File: src/rtl/seq_scan_pkg.sv
// Shared types and default sizes for the serial pattern-scan controller.
package seq_scan_pkg;

    typedef enum logic [2:0] {
        IDLE  = 3'd0,
        ARM   = 3'd1,
        SHIFT = 3'd2,
        WAIT  = 3'd3,
        DONE  = 3'd4
    } state_t;

    localparam int DATA_W_DEF       = 8;
    localparam int DEBOUNCE_CYC_DEF = 16;
    localparam int CNT_W_DEF        = 8;

endpackage

File: src/rtl/btn_debounce.sv
// Push-button conditioner: 2-flop synchronizer, level debounce and a one-cycle
// pulse on each accepted 0->1 change. rst_n is active-high despite its name.
module btn_debounce
    import seq_scan_pkg::*;
#(
    parameter int DEBOUNCE_CYC = DEBOUNCE_CYC_DEF
) (
    input  logic clk,
    input  logic rst_n,
    input  logic button,
    output logic start
);

    localparam int CW = $clog2(DEBOUNCE_CYC);

    logic          sync1;
    logic          sync2;
    logic          stable;
    logic [CW-1:0] cnt;

    always_ff @(posedge clk or posedge rst_n) begin
        if (rst_n) begin
            sync1  <= 1'b0;
            sync2  <= 1'b0;
            stable <= 1'b0;
            cnt    <= '0;
            start  <= 1'b0;
        end else begin
            sync1 <= button;
            sync2 <= sync1;
            start <= 1'b0;
            // Any sample agreeing with the accepted level restarts the count.
            if (sync2 == stable) begin
                cnt <= '0;
            end else if (cnt == CW'(DEBOUNCE_CYC - 1)) begin
                cnt    <= '0;
                stable <= ~stable;
                start  <= ~stable;
            end else begin
                cnt <= cnt + 1'b1;
            end
        end
    end

endmodule

File: src/rtl/seq_scan_ctrl.sv
// Scan sequencer: clears the detector, streams the latched switch word MSB-first
// and holds the match result on led. Optional SEQ_SCAN_AUTO_EN rescans on switch change.
module seq_scan_ctrl
    import seq_scan_pkg::*;
#(
    parameter int DATA_W       = DATA_W_DEF,
    parameter int DEBOUNCE_CYC = DEBOUNCE_CYC_DEF,
    parameter int CNT_W        = CNT_W_DEF
) (
    input  logic              clk,
    input  logic              rst_n,
    input  logic              button,
    input  logic [DATA_W-1:0] switch,
    input  logic              det_match,
    output logic              det_clr,
    output logic              det_bit,
    output logic              det_valid,
    output logic              busy,
    output logic              done,
    output logic              led,
    output logic [CNT_W-1:0]  scan_count
);

    localparam int IDX_W = $clog2(DATA_W);

    state_t             state;
    state_t             state_nxt;
    logic               start;
    logic               auto_start;
    logic               scan_go;
    logic [DATA_W-1:0]  word;
    logic [IDX_W-1:0]   idx;
    logic               hit;

    btn_debounce #(
        .DEBOUNCE_CYC(DEBOUNCE_CYC)
    ) u_btn (
        .clk    (clk),
        .rst_n  (rst_n),
        .button (button),
        .start  (start)
    );

`ifdef SEQ_SCAN_AUTO_EN
    logic [DATA_W-1:0] sw_meta;
    logic [DATA_W-1:0] sw_sync;

    always_ff @(posedge clk or posedge rst_n) begin
        if (rst_n) begin
            sw_meta <= '0;
            sw_sync <= '0;
        end else begin
            sw_meta <= switch;
            sw_sync <= sw_meta;
        end
    end

    assign auto_start = (state == DONE) && (sw_sync != word);
`else
    assign auto_start = 1'b0;
`endif

    assign scan_go = start | auto_start;

    always_ff @(posedge clk or posedge rst_n) begin
        if (rst_n) state <= IDLE;
        else       state <= state_nxt;
    end

    // Start requests outside IDLE/DONE fall through the case and are dropped.
    always_comb begin
        state_nxt = state;
        det_clr   = 1'b0;
        det_valid = 1'b0;
        det_bit   = 1'b0;
        busy      = 1'b0;
        done      = 1'b0;
        case (state)
            IDLE:  if (scan_go) state_nxt = ARM;
            ARM: begin
                det_clr   = 1'b1;
                busy      = 1'b1;
                state_nxt = SHIFT;
            end
            SHIFT: begin
                det_valid = 1'b1;
                det_bit   = word[idx];
                busy      = 1'b1;
                if (idx == '0) state_nxt = WAIT;
            end
            WAIT: begin
                busy      = 1'b1;
                state_nxt = DONE;
            end
            DONE: begin
                done = 1'b1;
                if (scan_go) state_nxt = ARM;
            end
            default: state_nxt = IDLE;
        endcase
    end

    // The first SHIFT cycle still shows the match from before the clear, so it is skipped.
    always_ff @(posedge clk or posedge rst_n) begin
        if (rst_n) begin
            word       <= '0;
            idx        <= '0;
            hit        <= 1'b0;
            led        <= 1'b0;
            scan_count <= '0;
        end else begin
            case (state)
                ARM: begin
                    word <= switch;
                    hit  <= 1'b0;
                    idx  <= IDX_W'(DATA_W - 1);
                end
                SHIFT: begin
                    idx <= idx - 1'b1;
                    if (det_match && (idx != IDX_W'(DATA_W - 1))) hit <= 1'b1;
                end
                WAIT: begin
                    hit        <= hit | det_match;
                    led        <= hit | det_match;
                    scan_count <= scan_count + 1'b1;
                end
                default: ;
            endcase
        end
    end

endmodule
File: config.mk
export PLATFORM = sky130hd
export DESIGN_NAME = seq_scan_ctrl
export DESIGN_NICKNAME = d
export VERILOG_FILES = /design/src/rtl/seq_scan_pkg.sv /design/src/rtl/btn_debounce.sv /design/src/rtl/seq_scan_ctrl.sv
export SDC_FILE = /design/constraint.sdc
export NUM_CORES = 1
export LEC_CHECK = 0
export ABC_AREA = 0
export BUFFER_PORTS_ARGS = -buffer_cell sky130_fd_sc_hd__buf_2
export CORE_UTILIZATION = 53
export CTS_CLUSTER_SIZE = 16
export DETAILED_ROUTE_END_ITERATION = 10
export GPL_ROUTABILITY_DRIVEN = 1
export GPL_TIMING_DRIVEN = 0
export PLACE_DENSITY = 0.76
export SETUP_SLACK_MARGIN = 0.5
export SLEW_MARGIN = 20
export SYNTH_ARGS = -nofsm -noshare
export SYNTH_HDL_FRONTEND = slang
export SYNTH_SLANG_ARGS = --single-unit
File: constraint.sdc
create_clock -name clk -period 1.9 [get_ports clk]
set_input_delay 0.38 -clock clk [delete_from_list [all_inputs] [get_ports clk]]
set_output_delay 0.38 -clock clk [all_outputs]
set_load 0.02 [all_outputs]
==> summary.md <==
| Metric | Value |
|---|---|
| Largest net degree at the start of global routing | `33` |
| Rows | `18` |
| Synthesized net count | `135` |
| Status | `complete, but fails checks` |
| Skew final | `0.0145 ns` |
| Layout area overhead | `38.1%` |
| Setup CP Type | `flop to primary output` |
| Reg2reg path depth | `6` |
| Total GRT Usage | `22.0%` |
| Critical Path Source | `idx[0]` |
| Synth Area in XOR/XNOR | `5.34%` |
| Die area | `0.00300 sq mm` |
| Crit-path max cell delay | `0.50 ns` |
| Req. time, crit path | `1.52 ns` |
| Syn Inst Count | `118` |
| H-tree lvl count | `2` |
| Hold_buf cts | `0` |
| Number of global-route vias before repair | `921` |
| Post-synthesis compound-gate area fraction | `3.90%` |
| Fmax | `0.447 GHz` |
| # Max-Cap Violations | `0` |
| Yosys top cell area share | `54.2%` |
| Setup slack after layout | `-0.339 ns` |
| CP cell instances | `buf_6 > mux4_2 > nor2_2 > and4b_2 > buf_6` |
| Clock share of power | `22.2%` |
| IR drop worst, VDD | `1.08 mV` |
| Int Power | `1.62 mW` |
| Hold Worst Slack | `0.114 ns` |
| Sequential area share after synthesis | `54.2%` |
| Placer congestion estimate | `0.759` |
| Distinct cells, synth | `34` |
| #FFs+latches synth | `32` |
| Placement-stage cell area | `0.00165 sq mm` |
| Antenna Violating Nets Remaining | `0` |
| Die Wd | `54.8 um` |
| Gr ovfl total | `0` |
| DRT iter0 DRCs | `14` |
| Unrepaired setup endpoints after global routing | `yes` |
| Via density | `5.36` |
| Final HPWL DP | `1710 um` |
| Port buffer count | `25` |
| Main combinational cell family by area after synthesis | `simple AND/OR/NAND/NOR gates` |
| Top post-synthesis cells by area | `dfrtp_1 54%, mux2_2 8.4%, ha_1 4.2%` |
| Ys flop type | `dfrtp_1` |
| CP Capture Type | `primary output` |
| Initial Util | `58.0%` |
| DR vias | `1078` |
| Final Cell Area | `0.00204 sq mm` |
| Synth Warn # | `0` |
| Crit path max fanout | `4` |
| CTS buffer count | `5` |
| Clock buffer depth | `2` |
| Die height | `54.8 um` |
| Post-synth EDFFs | `0` |
| Combinational fraction of design power | `39.6%` |
| Slew at the pin closest to its max-slew limit | `0.663 ns` |
| Ant diodes | `0` |
| Count of final hold-check violations | `0` |
| Post-Synth Adder-Cell Area | `4.24%` |
| Ports | `26` |
| DRC errors left | `0` |
| Clk_lat worst skew | `0.35 ns` |
| Worst slew margin | `55.7%` |
| Hold Crit Class | `input pin to async pin` |
| Reg2reg start | `state[2]` |
| Reg-to-Reg End | `word[7]` |
| Crit path max-delay cell type | `mux4_2` |
| Switching part of the total power | `31.8%` |
| R2R Setup Slk | `0.31 ns` |
| Startpoint Class | `flop` |
| Max-slew violation count | `0` |
| Final WL | `3160 um` |
| Core ar. | `0.00254 sq mm` |
| Initial antenna violation count | `0` |
| Post-synth top area cell | `dfrtp_1` |
| Power per cell area | `1170 mW/mm^2` |
| TritonCTS sink count | `32` |
| CTS root buf | `clkbuf_4` |
| Final setup viols | `1` |
| CTS tree | `yes` |
| Worst-path clk slew | `0.11 ns` |
| Layout filler cell count | `155` |
| Global-route wire length before repair | `4310 um` |
| Syn Area/Cell | `12.5 sq um` |
| Violated checks | `negative setup slack` |
| Mux cell area share after synthesis | `12.3%` |
| Sw Pwr | `0.757 mW` |
| Layout cells sized above 1 | `50.9%` |
| Critical Path End | `det_bit` |
| Post-synth ARST share | `100%` |
| Cell Area, Synth | `0.00148 sq mm` |
| First-pass DRT Iterations | `4` |
| Post-Synth Simple-Gate Area | `15.8%` |
| Pleak | `1.07 nW` |
| Fin crit share | `118%` |
| Fin nets | `187` |
| Seq pwr share | `38.1%` |
| Minimum clock period | `2.24 ns` |
| CP dominant cell by count | `buf_6` |
| Routed wire per std cell | `15.7 um` |
| Arrival time worst endpoint | `1.86 ns` |
==> sequential cells by signal, indices dropped and copies added, names as in the netlist <==
name	cells
u_btn.start	1
scan_count	8
hit	1
u_btn.stable	1
word	8
idx	3
state	3
u_btn.sync2	1
u_btn.cnt	4
u_btn.sync1	1
led	1
==> cell type report <==
cell class	count	area, sq um	area share [%]
Sequential cell	32	803	39.4
Inverter	6	22.5	1.10
Clock buffer	5	37.5	1.84
Clock inverter	3	42.5	2.09
Timing Repair Buffer	45	340	16.7
Multi-Input combinational cell	75	698	34.3
Tap cell	30	37.5	1.84
Buffer	5	56.3	2.76
==> power groups by stage <==
stage | logic (mW) | clock network (mW) | registers, mW
3_3_place_gp | 0.586 | 0 | 0.899
6_report | 0.944 | 0.529 | 0.908
3_5_place_dp | 0.610 | 0 | 0.908
4_1_cts | 0.802 | 0.537 | 0.897
2_1_floorplan | 0.481 | 0 | 0.890
5_1_grt | 1.01 | 0.572 | 0.925
==> layer usage <==
layer | global-route usage (%) | share of wire, % | vias to the layer above
li1 | - | - | 510
met4 | 8.97 | 1.5 | 0
met2 | 34.3 | 51 | 29
met1 | 26.7 | 43 | 534
met3 | 9.17 | 4.2 | 5
met5 | 0 | 0 | -
==> cell usage after synthesis (all sizes together) (3+ instances only) <==
library cell,instances
nor3b,5
inv,6
nor3,3
buf,5
mux2,12
ha,5
xor2,4
o21ai,3
a21oi,4
nor2,8
xnor2,5
dfrtp,32
nand2,3
nand3,6
==> placed cells by master (no fill, tap or decap), drive strengths merged, types with 2 or more instances in the layout <==
cell     n
ha       5
nand3    6
mux2i    2
buf     50
and4b    2
clkbuf   5
o21ai    3
xor2     4
inv      6
nor2     8
xnor2    5
mux2    12
dfrtp   32
nor3     3
nand2    3
nor3b    5
a21oi    4
nand3b   2
==> logic make-up (layout without fill, tap and decap cells) <==
| logic type | after synthesis | count (layout) |
|---|---|---|
| adder cells (fa/ha/maj) | 5 | 5 |
| flip-flops | 32 | 32 |
| AND/OR/NAND/NOR | 36 | 36 |
| multiplexers | 15 | 15 |
| AO/OA/AOI/OAI | 10 | 10 |
| XOR/XNOR | 9 | 9 |
| buffers and inverters | 11 | 64 |
==> what timing repair did <==
| item | in CTS | in global routing |
|---|---|---|
| endpoints found under the setup margin | 14 | 19 |
| hold endpoints to repair | 0 | 0 |
| setup buffers | 4 | 16 |
| pin swaps | 1 | 4 |
| gates resized for setup | 28 | 16 |
==> metrics by stage <==
stage                     util [%]  cells  TNS, ns  setup slack [ns]  power, mW
after floorplan                  -    118        0             0.201       1.37
after global placement        64.8    173        0            0.0717       1.49
after detailed placement      64.8    173        0            0.0685       1.52
after CTS                     72.9    185   -0.294            -0.294       2.24
after global routing          80.1    201   -0.398            -0.397       2.50
final                         80.1    201   -0.339            -0.339       2.38
==> how the worst min path moves through the flow <==
stage                startpoint           to  cells past startpoint
detailed placement  u_btn.sync1  u_btn.sync2                      0
finish                    rst_n       idx[0]                      2
global placement    u_btn.sync1  u_btn.sync2                      0
CTS                       rst_n  u_btn.sync1                      2
global route             button  u_btn.sync1                      1
floorplan           u_btn.sync1  u_btn.sync2                      0
==> worst max-delay path: cells and delay by family, from the launching register on <==
kind                   cells  cell delay, ns
multiplexers               1            0.50
flip-flops                 1            0.39
AND/OR/NAND/NOR            2            0.35
buffers and inverters      2            0.26
Note: power is estimated with default switching activity, not from simulation.
